$ cat src/rtl/cam_frame_writer.sv
// Camera-to-SRAM frame writer with NUM_BUFS ring buffers, single-shot/continuous capture and
// malformed-frame flagging. Define FRAME_CHECKSUM_EN to enable the per-frame data checksum.
module cam_frame_writer #(
    parameter int unsigned DATA_W      = 16,
    parameter int unsigned CAM_ADDR_W  = 17,
    parameter int unsigned SRAM_ADDR_W = 19,
    parameter int unsigned IMG_W       = 320,
    parameter int unsigned IMG_H       = 240,
    parameter int unsigned NUM_BUFS    = 2,
    parameter int unsigned BUF_STRIDE  = 131072
) (
    input  logic                   pclk,
    input  logic                   rst,
    input  logic                   start,
    input  logic                   continuous,
    input  logic [CAM_ADDR_W-1:0]  cam_addr,
    input  logic [DATA_W-1:0]      cam_data,
    input  logic                   cam_we,
    output logic                   sram_sel,
    output logic                   sram_we,
    output logic                   sram_oe,
    output logic [DATA_W-1:0]      sram_data,
    output logic [SRAM_ADDR_W-1:0] sram_addr,
    output logic                   busy,
    output logic [1:0]             wr_buf,
    output logic [1:0]             rd_buf,
    output logic                   done,
    output logic                   frame_err,
    output logic [15:0]            frame_cnt,
    output logic [DATA_W-1:0]      checksum
);

    localparam int unsigned           PIXELS    = IMG_W * IMG_H;
    localparam logic [CAM_ADDR_W-1:0] LAST_ADDR = CAM_ADDR_W'(PIXELS - 1);
    localparam logic [1:0]            LAST_BUF  = 2'(NUM_BUFS - 1);

    typedef enum logic [2:0] {StIdle, StArm, StWrite, StWait, StDone} state_t;

    state_t state_q;
    logic   start_q;
    logic   last_q;

    logic                   start_edge;
    logic                   in_range;
    logic                   is_first;
    logic                   is_last;
    logic                   accept;
    logic [1:0]             next_buf;
    logic [SRAM_ADDR_W-1:0] pix_addr;

    assign start_edge = start & ~start_q;
    assign in_range   = (32'(cam_addr) < PIXELS);
    assign is_first   = (cam_addr == '0);
    assign is_last    = (cam_addr == LAST_ADDR);
    assign next_buf   = (wr_buf == LAST_BUF) ? 2'd0 : wr_buf + 2'd1;
    assign pix_addr   = SRAM_ADDR_W'(BUF_STRIDE) * SRAM_ADDR_W'(wr_buf) + SRAM_ADDR_W'(cam_addr);

    // In ARM only a frame-start pixel is taken; the strobe cycle of the last pixel takes nothing.
    assign accept = cam_we && in_range &&
                    (((state_q == StArm) && is_first) ||
                     ((state_q == StWrite) && !last_q) ||
                     (state_q == StWait));

    assign sram_oe = 1'b0;
    assign busy    = (state_q == StArm) || (state_q == StWrite) || (state_q == StWait);

`ifdef FRAME_CHECKSUM_EN
    logic [DATA_W-1:0] csum_q;
    assign checksum = csum_q;
`else
    assign checksum = '0;
`endif

    always_ff @(posedge pclk) begin
        if (rst) begin
            state_q   <= StIdle;
            start_q   <= 1'b0;
            last_q    <= 1'b0;
            sram_sel  <= 1'b0;
            sram_we   <= 1'b0;
            sram_data <= '0;
            sram_addr <= '0;
            wr_buf    <= 2'd0;
            rd_buf    <= 2'd0;
            done      <= 1'b0;
            frame_err <= 1'b0;
            frame_cnt <= 16'd0;
`ifdef FRAME_CHECKSUM_EN
            csum_q    <= '0;
`endif
        end else begin
            start_q  <= start;
            sram_sel <= 1'b0;
            sram_we  <= 1'b0;
            done     <= 1'b0;

            case (state_q)
                StIdle: begin
                    if (start_edge) begin
                        state_q   <= StArm;
                        frame_err <= 1'b0;
`ifdef FRAME_CHECKSUM_EN
                        csum_q    <= '0;
`endif
                    end
                end
                StArm, StWait: begin
                    if (cam_we && !in_range) frame_err <= 1'b1;
                end
                StWrite: begin
                    if (last_q) begin
                        state_q   <= StDone;
                        last_q    <= 1'b0;
                        done      <= 1'b1;
                        rd_buf    <= wr_buf;
                        wr_buf    <= next_buf;
                        frame_cnt <= frame_cnt + 16'd1;
                    end else begin
                        state_q <= StWait;
                        if (cam_we && !in_range) frame_err <= 1'b1;
                    end
                end
                StDone: begin
                    state_q <= continuous ? StArm : StIdle;
                end
                default: state_q <= StIdle;
            endcase

            // Overrides the state transition above when a pixel is taken.
            if (accept) begin
                state_q   <= StWrite;
                sram_sel  <= 1'b1;
                sram_we   <= 1'b1;
                sram_data <= cam_data;
                sram_addr <= pix_addr;
                last_q    <= is_last;
                if (is_first && (state_q != StArm)) frame_err <= 1'b1;
`ifdef FRAME_CHECKSUM_EN
                csum_q    <= is_first ? cam_data : csum_q + cam_data;
`endif
            end
        end
    end

endmodule

$ cat config.mk
export PLATFORM = sky130hd
export DESIGN_NAME = cam_frame_writer
export DESIGN_NICKNAME = d
export VERILOG_FILES = /design/src/rtl/cam_frame_writer.sv
export SDC_FILE = /design/constraint.sdc
export NUM_CORES = 1
export LEC_CHECK = 0
export CAP_MARGIN = 20
export CORE_MARGIN = 5
export CORE_UTILIZATION = 33
export DETAILED_ROUTE_END_ITERATION = 16
export PLACE_DENSITY_LB_ADDON = 0.08
export SYNTH_ARGS = -nofsm -noshare
export SYNTH_HDL_FRONTEND = slang
export SYNTH_SLANG_ARGS = --single-unit
$ cat constraint.sdc
create_clock -name pclk -period 3.9 [get_ports pclk]
set_input_delay 0.78 -clock pclk [delete_from_list [all_inputs] [get_ports pclk]]
set_output_delay 0.78 -clock pclk [all_outputs]
set_load 0.01 [all_outputs]
======== Word-level counts from Yosys, hierarchy flattened ========
Cells that the tools add are included.
Widths: inputs -> output; s select.
operators by class
  multiply operators ...................... 0
  equal/unequal tests ..................... 10
  add/sub/neg operators ................... 3
  $lt $le $gt $ge ......................... 1
  reduce and logical (&&, ||, !) cells .... 21
  bitwise gates (word level) .............. 4
  divide/modulo/power cells ............... 0
  multiplexer cells ....................... 16
  shifts and indexed selects .............. 0
operator list
  kind                   number
  $add 19x17->19         1
  $eq 17x17->1 const B   1
  $logic_not 17->1       1
  $lt 17x17->1 const B   1
  $add 16x1->16 const B  1
  $pmux 3 s4             1
  $mux 1                 10
  $eq 3x2->1 const B     2
  $logic_and 1x1->1      6
  $mux 3                 2
  $reduce_and 2->1       3
  $reduce_or 2->1        3
  $logic_or 1x1->1       4
  $mux 2                 2
  $ne 2x2->1 const B     2
  $eq 3x1->1 const B     1
  $eq 3x3->1 const B     1
  $logic_not 3->1        1
  $ne 3x1->1 const B     1
  $ne 3x3->1 const B     1
  $not 1->1              3
  $pmux 1 s3             1
  $add 2x1->2 const B    1
  $eq 2x1->1 const B     1
  other kinds (3)        4
storage, ports and cells
  ROM bits ................................ 0
  memory bits (writable) .................. 0
  bits in latches ......................... 0
  register bits ........................... 63
  memories ................................ 0
  bits of input ports ..................... 38
  output and inout port bits .............. 77

======== Depth between registers and ports, before layout ========
Gate-level depths: netlist of run 1.
  word-level depth ........................ 8
  depth in mapped cells ................... 8
  gate-level depth less buffers ........... 5

======== Worst setup path after synthesis of run 1 ========
Ideal clock, no wire load.
  path kind ............................... in2reg
  start point ............................. in cam_addr[10]
  end point ............................... reg last_q
  data arrival time ....................... 2076 ps
  path slack .............................. 1752 ps
  data required time ...................... 3828 ps
  stages on the path ...................... 7
  cell sequence ........................... nor4_2 > nand4_1 > nor4_2 > o21a_1 > buf_6 > buf_6 > mux2i_1
between the ends
  word-level cells in the longest chain between the ends .. 6
  elaborated cells on any way between the ends .. 10
  classes of those cells .................. 1 x order compare; 1 x eq/ne; 1 x mux; 7 x reduce/logical
RTL lines
  element                                               RTL line  text
  start: declaration                                    16        input logic [CAM_ADDR_W-1:0] cam_addr,
  branches (longest 6 deep; another with $lt 17x17->1)  -
  end signal: assignment                                136       last_q <= is_last;
  end: declaration                                      41        logic last_q;
Parallel ways; which one is timed is not known.
A chain may end at the register's enable or synchronous reset.

======== Worst setup path in the final report of run 1 ========
  start point ............................. in cam_addr[16]
  end point ............................... reg sram_data[3]
between the ends
  word-level cells in the longest chain between the ends .. 5
  elaborated cells on any way between the ends .. 7
  classes of those cells .................. 1 x order compare; 6 x reduce/logical
RTL lines
  element                                               RTL line  text
  branches (longest 4 deep; another with $lt 17x17->1)  -
  $logic_and 1x1->1 (*)                                 59        assign accept = cam_we && in_range &&
  end signal: assignment                                134       sram_data <= cam_data;
  end: declaration                                      22        output logic [DATA_W-1:0] sram_data,
Every way passes the cells marked *.

==> results by stage, run 1 <==
Floorplanning:
- In this run the core area contains 34 standard-cell rows.
- The height of the die is 105 µm.
- The die is 105 µm wide.
- For this configuration, the core starts out at a cell density of 0.341.
- The I/O pin total is around 120.
- The area of the die is 11100 µm².
- The core region area is 8760 µm².

Global route:
- The global routing usage summed across all routing layers is 0.127.
- The first global-routing pass estimated 11600 µm of wire.
- The maximum number of pins on one net before global-route repair is 70.
- The via count of the first global-routing pass is 2340.
- The initial antenna violation count is 0.
- The global-route congestion overflow total is 0.

Timing:
- The final total negative setup slack is 0 ps.
- Setup violations remaining at the end of the flow were counted as 0.
- At the pin with the least slew margin, the transition time is 847 ps.
- The count of endpoints failing hold in the final timing report is 0.
- The timing-limited maximum frequency is 382 MHz.
- Across the routed clock network, the largest skew measured is 5.99 ps.
- Counting I/O delays and the setup requirement, the final critical path takes 2620 ps.
- The worst pin sits at a relative slew slack of 0.435.
- Hold is met by ~460 ps.
- The number of pins with negative max-slew slack in the final report is 0.
- In the finished design, the share of the clock period the worst path needs comes to 0.672.
- Setup repair after global routing left no endpoint under its margin.

Route:
- Detailed routing inserted a total of about 2400 vias.
- After detailed routing, the average wire length per cell comes to 13.6 µm.
- In this run the remaining antenna-violating nets after routing total 0.
- Before antenna repair, the detailed router went through 4 iterations.
- The total routed wirelength is slightly above 7000 µm.
- The remaining design rule violation count is 0.
- After the first detailed-routing iteration, the DRC count stood at 86.
- Using the TritonRoute via totals, the vias-per-cell ratio works out to 4.55.

Logic synthesis:
- In this run, synthesis produced a sequential element count of 63.
- The area fraction in compound gates after synthesis is 0.0457.
- Of the synthesized area, sequential elements account for 0.422.
- The synthesized netlist cell count is 317.
- The total of warnings raised by yosys is 0.
- The area share of the largest cell type after synthesis is 0.422.
- The synthesized netlist occupies a cell area of about 3000 µm².
- Dividing the synthesized area by the synthesized cell count gives around 9.4 µm².
- Of the total synthesized cell area, the portion taken by full adders, half adders and majority gates is 0.00419.
- The number of distinct library cells after synthesis is 36.
- The cell accounting for the most synthesized area is dfxtp_1.
- Of the total synthesized cell area, the portion taken by AND, OR, NAND and NOR gates is 0.277.
- The most used flip-flop cell after synthesis is dfxtp_1.
- The post-synthesis xor/xnor area fraction is 0.0411.
- The largest family of logic cells by synthesized area is simple AND/OR/NAND/NOR gates.
- The share of synthesized area spent on multiplexers is 0.121.
- Sorting the synthesized cells by area gives the leading types as dfxtp_1 (42%), nand2b_1 (15%), mux2i_1 (12%), buf_4 (5.0%), xor2_1 (3.2%).
- The number of enable-type register cells in the synthesized netlist is 0.
- The async set-reset flop share out of synthesis is 0.

Layout:
- The final cell utilization of the core is 0.471.
- Compared with the post-synthesis result, the final layout area differs by 38.2%.
- The final-stage net count is 447.
- The multi-input combinational cells in the finished layout cover a total of 1520 µm².
- In the layout the commonest cells are clkdlybuf4s50_1 (96), nand2b_1 (71), dfxtp_1 (63).
- The antenna diode instance count is 0.
- The share of final-layout standard cells stronger than drive strength 1 is 0.0581.
- After filler insertion, the fill cell instance count of the layout stands at 853.
- The flip-flop and latch area is 1260 µm².
- Leaving out fill and tap cells, the most frequent cell in the layout is clkdlybuf4s50_1.

Status:
- The flow ran to the end, and the final reports show no timing, DRC or antenna violations.

CTS:
- CTS saw 63 sinks.
- Post-CTS timing repair inserted 0 buffers for setup.
- The cell sitting at the root of the clock tree is a clkbuf_8.
- For this design, the CTS-stage hold fixing added 0 buffers.
- Clock-pin slew was measured on the worst setup and hold paths at 70 ps.
- The clock latency reported for the late side of the worst-skew pair is 330 ps.
- TritonCTS built the clock tree.
- The longest clock path from root to sink contains 2 buffers.
- The number of levels the H-tree was split into is 3.
- The number of buffers inserted during clock tree synthesis is 9.
- In this run, post-CTS repair resized a total of 0 instances.

Worst setup path:
- The largest driver fanout on the critical path is 22.
- The capturing element type of the critical path is a flop.
- Setup slack on the worst reg-to-reg path comes out at 1830 ps.
- The critical path goes through clkdlybuf4s50_1 -> nor4_1 -> nand4_1 -> nor4_2 -> o21a_2 -> buf_4 -> mux2i_1.
- The slowest cell on the critical path is clkdlybuf4s50_1.
- The data arrival time at the worst-slack endpoint is 2870 ps.
- The critical path required time is 4150 ps.
- The type of the setup path with the least slack is in2reg.
- The category of the worst setup path launch point is an input port.
- The largest single stage delay on the critical path is roughly 520 ps.

Power:
- The leakage power of the design is 1.41 nW.
- The switching power is between 0.2 and 0.3 mW.
- Cell internal power was estimated by the tool at 1.05 mW.
- The power share of the combinational group is 0.074.
- IR analysis of the VDD net gives a maximum drop of between 0.0001 and 0.00015 V.
- The ratio of total power to cell area is roughly 320 nW/µm².
- Of the total power, the clock network draws 0.443.
- Of the total power, the share spent switching nets is 0.216.
- The fraction of power consumed by sequential logic is 0.483.
- The design draws 1.34 mW.

Place:
- In this run the tool buffered the top-level ports with 97 buffer cells.
- The final weighted congestion of routability-driven global placement is 0.725.
- Detailed placement ended at an HPWL of 5190 µm.

Run:
- Max-cap violations in this run came to 0.

Worst hold path:
- The tightest min-delay check is of the reg2reg type.
==> per-stage QoR <==
stage / std cells / cell area, µm² / setup slack (ps)
2_1_floorplan: 333 / 3050 / 1750
3_3_place_gp: 505 / 3920 / 1020
3_5_place_dp: 505 / 3920 / 916
4_1_cts: 521 / 4130 / 1260
5_1_grt: 521 / 4130 / 1090
6_report: 521 / 4130 / 1280
==> Yosys cell counts, types with 3 or more instances <==
cell type,count
a21oi_1,10
and4_1,3
buf_4,20
buf_6,6
clkbuf_1,10
dfxtp_1,63
mux2i_1,36
nand2_1,16
nand2b_1,71
nand3_1,6
nand4_1,7
nor2_1,22
nor2b_1,4
xnor2_1,3
xor2_1,11
==> flip-flops by register name, summed over array words and instances, names as in the netlist <==
name,cells
sram_data,16
frame_err,1
start_q,1
rd_buf,2
last_q,1
done,1
state_q,3
sram_addr,19
frame_cnt,16
sram_we,1
wr_buf,2
==> final timing paths <==
path,to,cells after the start,start
setup / recovery,sram_data[3],7,cam_addr[16]
hold reg to reg,rd_buf[0],2,rd_buf[0]
hold / removal,rd_buf[0],2,rd_buf[0]
setup reg to reg,frame_cnt[15],5,state_q[1]
==> area by class of cell <==
class | count | share of cell area
tap | 108 | 0.0327
clock inverter | 2 | 0.00910
multi-input combinational | 232 | 0.369
inverter | 2 | 0.00182
timing repair buffer | 100 | 0.240
clock buffer | 14 | 0.0418
sequential | 63 | 0.306
==> cell families (layout without fill, tap and decap cells) <==
family | after synthesis | in the layout
and+or+nand+nor | 142 | 142
DFF | 63 | 63
buffers and inverters | 38 | 118
muxes | 36 | 36
AOI/OAI and AO/OA | 22 | 22
xor gates and xnor gates | 14 | 14
adders and majority gates | 1 | 1
other | 1 | 17
==> power by group through the flow <==
stage / clock network (mW) / logic, mW / registers (mW)
global route: 0.645 / 0.108 / 0.646
finish: 0.593 / 0.0985 / 0.646
CTS: 0.619 / 0.0993 / 0.646
detailed placement: 0 / 0.0988 / 0.661
floorplan: 0 / 0.0577 / 0.660
global placement: 0 / 0.0985 / 0.661
==> critical path, delay by kind of cell <==
kind                   cells  cell delay [ps]
AOI/OAI and AO/OA          1              190
muxes                      1              240
and+or+nand+nor            3              790
buffers and inverters      2              860
==> layer usage <==
layer / share of wire / vias to the layer above / track usage
met5: 0 / - / 0
met4: 0.013 / 0 / 0.0521
met3: 0.057 / 9 / 0.0308
met2: 0.48 / 63 / 0.211
met1: 0.45 / 1095 / 0.156
li1: - / 1203 / -
No activity file was read; power rests on OpenSTA's default activity.
==> inputs of run 2 (changes only) <==
- clock period: 3.9 -> 2.3 ns (I/O delays scaled with it)
==> run 2 against run 1 <==
Final cell count rose by 2.3%. Sequential share of layout area fell by 0.66 points. Critical path depth did not move. Power rose by 59%. Sequential cell count did not move. Register-to-register slack got worse by 1400 ps. Non-clock buffer count rose by 14. Combinational power rose by 84%. Core utilization rose by 1.0 points.
==> results by stage, run 2 (same netlist as run 1, synthesis figures left out) <==
Worst setup path:
- In this design, the critical path's most frequently occurring cell is nor4_2.
- The type of the setup path with the least slack is in2reg.
- The largest stage delay on the critical path is about 460 ps.
- The category of the worst setup path launch point is an input port.
- The slowest stage of the critical path is the clkdlybuf4s50_1 cell.
- STA classifies the critical path endpoint as a flop.
- At the worst endpoint, the arrival time is between 2000 and 2500 ps.
- Along the worst path, the maximum fanout reaches 25.
- Data on the critical path is required at its endpoint by 2560 ps.
- The signal on the critical path passes through clkdlybuf4s50_1 -> nor4_2 -> nand4_1 -> nor4_2 -> o21a_2 -> buf_12 -> mux2i_1.
- The count of cells along the worst register-to-register path is 5.

Layout:
- In the final layout, flip-flops and latches occupy roughly 1300 µm².
- Fill cells in the final layout number 870.
- The largest registers in the layout are sram_addr x19, frame_cnt x16, sram_data x16.
- The multi-input combinational cells in the finished layout cover a total of 1520 µm².
- Measured on the finished design, the core utilization comes to 0.481.
- The most frequent standard cell in the layout excluding fill and tap cells is clkdlybuf4s50_1.
- The antenna diode instance count is 0.
- For this run, the number of standard cells in the final layout without fillers is 533.
- Of the cells placed in the final design, the portion with a size suffix greater than 1 is 0.0894.
- In the layout the commonest cells are clkdlybuf4s50_1 (96), nand2b_1 (71), dfxtp_1 (63).
- The synthesis-to-finish area growth is 41.2%.
- The final-stage net count is approximately 460.
- The register with the most flip-flops in the final layout is sram_addr.
- The flip-flop count of the largest register after layout is 19.

Floorplanning:
- The die covers 11100 µm².
- The core region area is 8760 µm².
- The number of rows in the core area is 34.
- The effective utilization at floorplan is 0.341.
- Measured along the x axis, the die boundary spans 105 µm.
- The height of the die is approximately 110 µm.
- ~120 I/O pins were placed.

Route:
- In the routed layout, each cell is associated on average with a via count of about 4.5.
- The final route contains 2383 vias.
- Before antenna repair, the detailed router went through 5 iterations.
- For this run, design rule violations remaining after detail routing come to 0.
- The number of nets still failing antenna checks after routing is 0.
- The total routed wirelength is 7150 µm.
- The first routing iteration left 73 violations.
- Dividing the detail-routed wire length by the instance count gives 13.4 µm.

Global route:
- The initial antenna violation count is 0.
- After global routing the overflow that remains totals 0.
- In the global route stage, met1 resource usage came out at 0.160.
- The global routing stage identified its most utilized layer as met2.
- For this run, global-route usage on met3 was measured as 0.0321.
- The via count of the first global-routing pass is 2355.
- The global routing usage summed across all routing layers is 0.130.
- The first global-routing pass estimated 11800 µm of wire.
- In the global route stage, met2 resource usage came out at 0.218.
- The maximum number of pins on one net before global-route repair is 68.

CTS:
- The number of buffers between clock root and the deepest sink is 2.
- The root buffer cell is clkbuf_8.
- TritonCTS built the clock tree.
- The clock latency reported for the late side of the worst-skew pair is 330 ps.
- The clock transition at the registers of the reported paths is 70 ps.
- After clock tree synthesis, the setup repair step added 0 buffers.
- The number of sinks driven by the clock tree is 63.
- The number of levels the H-tree was split into is 3.
- The post-cts hold buffer count is 0.
- Counting the buffers created by CTS gives 9.
- The post-CTS resize count is 0.

Timing:
- The routed design could run at a clock period as short as just over 2000 ps.
- The final worst slack is 275 ps.
- The setup violation total in the final timing report is 0.
- The timing-limited maximum frequency is 494 MHz.
- In the finished design, the share of the clock period the worst path needs comes to 0.881.
- Final hold analysis gives a worst-case slack of 460 ps.
- The count of endpoints failing hold in the final timing report was 0.
- The final clock skew is 10.0 ps.
- The number of pins with negative max-slew slack in the final report came to 0.
- Setup repair after global routing left no endpoint under its margin.

Place:
- The count of input and output buffers is 97.
- At the end of routability-driven placement, the weighted congestion stood at 0.727.
- The number of placed instances with taps included is around 520.
- The HPWL after detailed placement is between 5000 and 6000 µm.
- Timing analysis after detailed placement gives a worst setup slack of -101 ps.

Power:
- The internal power of the cells totals 1.63 mW.
- Power spread over the standard cell area amounts to between 500 and 600 nW/µm².
- The share of total power dissipated in the clock network is 0.400.
- Of the total power, registers draw 0.515.
- The switching share of power is 0.232.
- The maximum resistive drop on vdd is 0.000238 V.
- For this design the static power due to leakage is 1.47 nW.
- The share of total power dissipated in combinational logic is 0.085.
- In this run the power spent charging and discharging nets is 0.494 mW.

Worst hold path:
- In this run the worst hold path is classified as reg2reg.
- The worst hold path was traced through 2 stages.

Status:
- The run finished with clean final reports.

Run:
- The number of maximum-capacitance constraint violations is 0.
run 2: cell count changes in the layout (fill, tap and decap cells not counted):
cell	previous run	this run
clkinvlp_4	1	2
clkbuf_1	2	0
buf_4	3	15
clkinv_2	0	1
bufinv_16	1	0
buf_12	0	2
clkbuf_8	12	11
run 2: power by group through the flow:
stage / sequential (mW) / combinational (mW) / clock (mW)
final: 1.10 / 0.181 / 0.851
after global routing: 1.09 / 0.198 / 0.949
after CTS: 1.09 / 0.183 / 0.886
after detailed placement: 1.12 / 0.182 / 0
after global placement: 1.12 / 0.183 / 0
after floorplan: 1.12 / 0.0978 / 0
run 2: final cells by class:
type / instances / area share
inverters: 2 / 0.00178
flip-flops and latches: 63 / 0.299
multi-input cells: 232 / 0.361
well taps: 108 / 0.0320
clock inverters: 3 / 0.00475
clock buffers: 11 / 0.0359
repair buffers: 114 / 0.265
run 2: routing by layer:
layer / vias to the layer above / routed length (µm)
met1: 1087 / 3230
met2: 60 / 3480
met4: 0 / 79
met5: - / 0
li1: 1229 / -
met3: 7 / 360
run 2: through the flow:
stage	instance area, µm²	power (mW)	TNS, ps
after global placement	4050	1.30	-1790
after global routing	4220	2.24	0
after floorplan	3050	1.22	0
final	4220	2.13	0
after detailed placement	4050	1.30	-2400
after CTS	4220	2.16	0
run 2: path summary, 6_finish.rpt:
kind	from	endpoint	slack, ps
setup / recovery	cam_addr[12]	sram_data[5]	270
hold / removal	rd_buf[0]	rd_buf[0]	460
setup reg to reg	state_q[1]	frame_cnt[15]	430
hold reg to reg	rd_buf[0]	rd_buf[0]	460
run 2: worst max-delay path, delay by kind of cell:
kind,cells,cell delay (ps)
compound gates,1,210
buf+inv,2,670
simple gates,3,710
mux,1,210
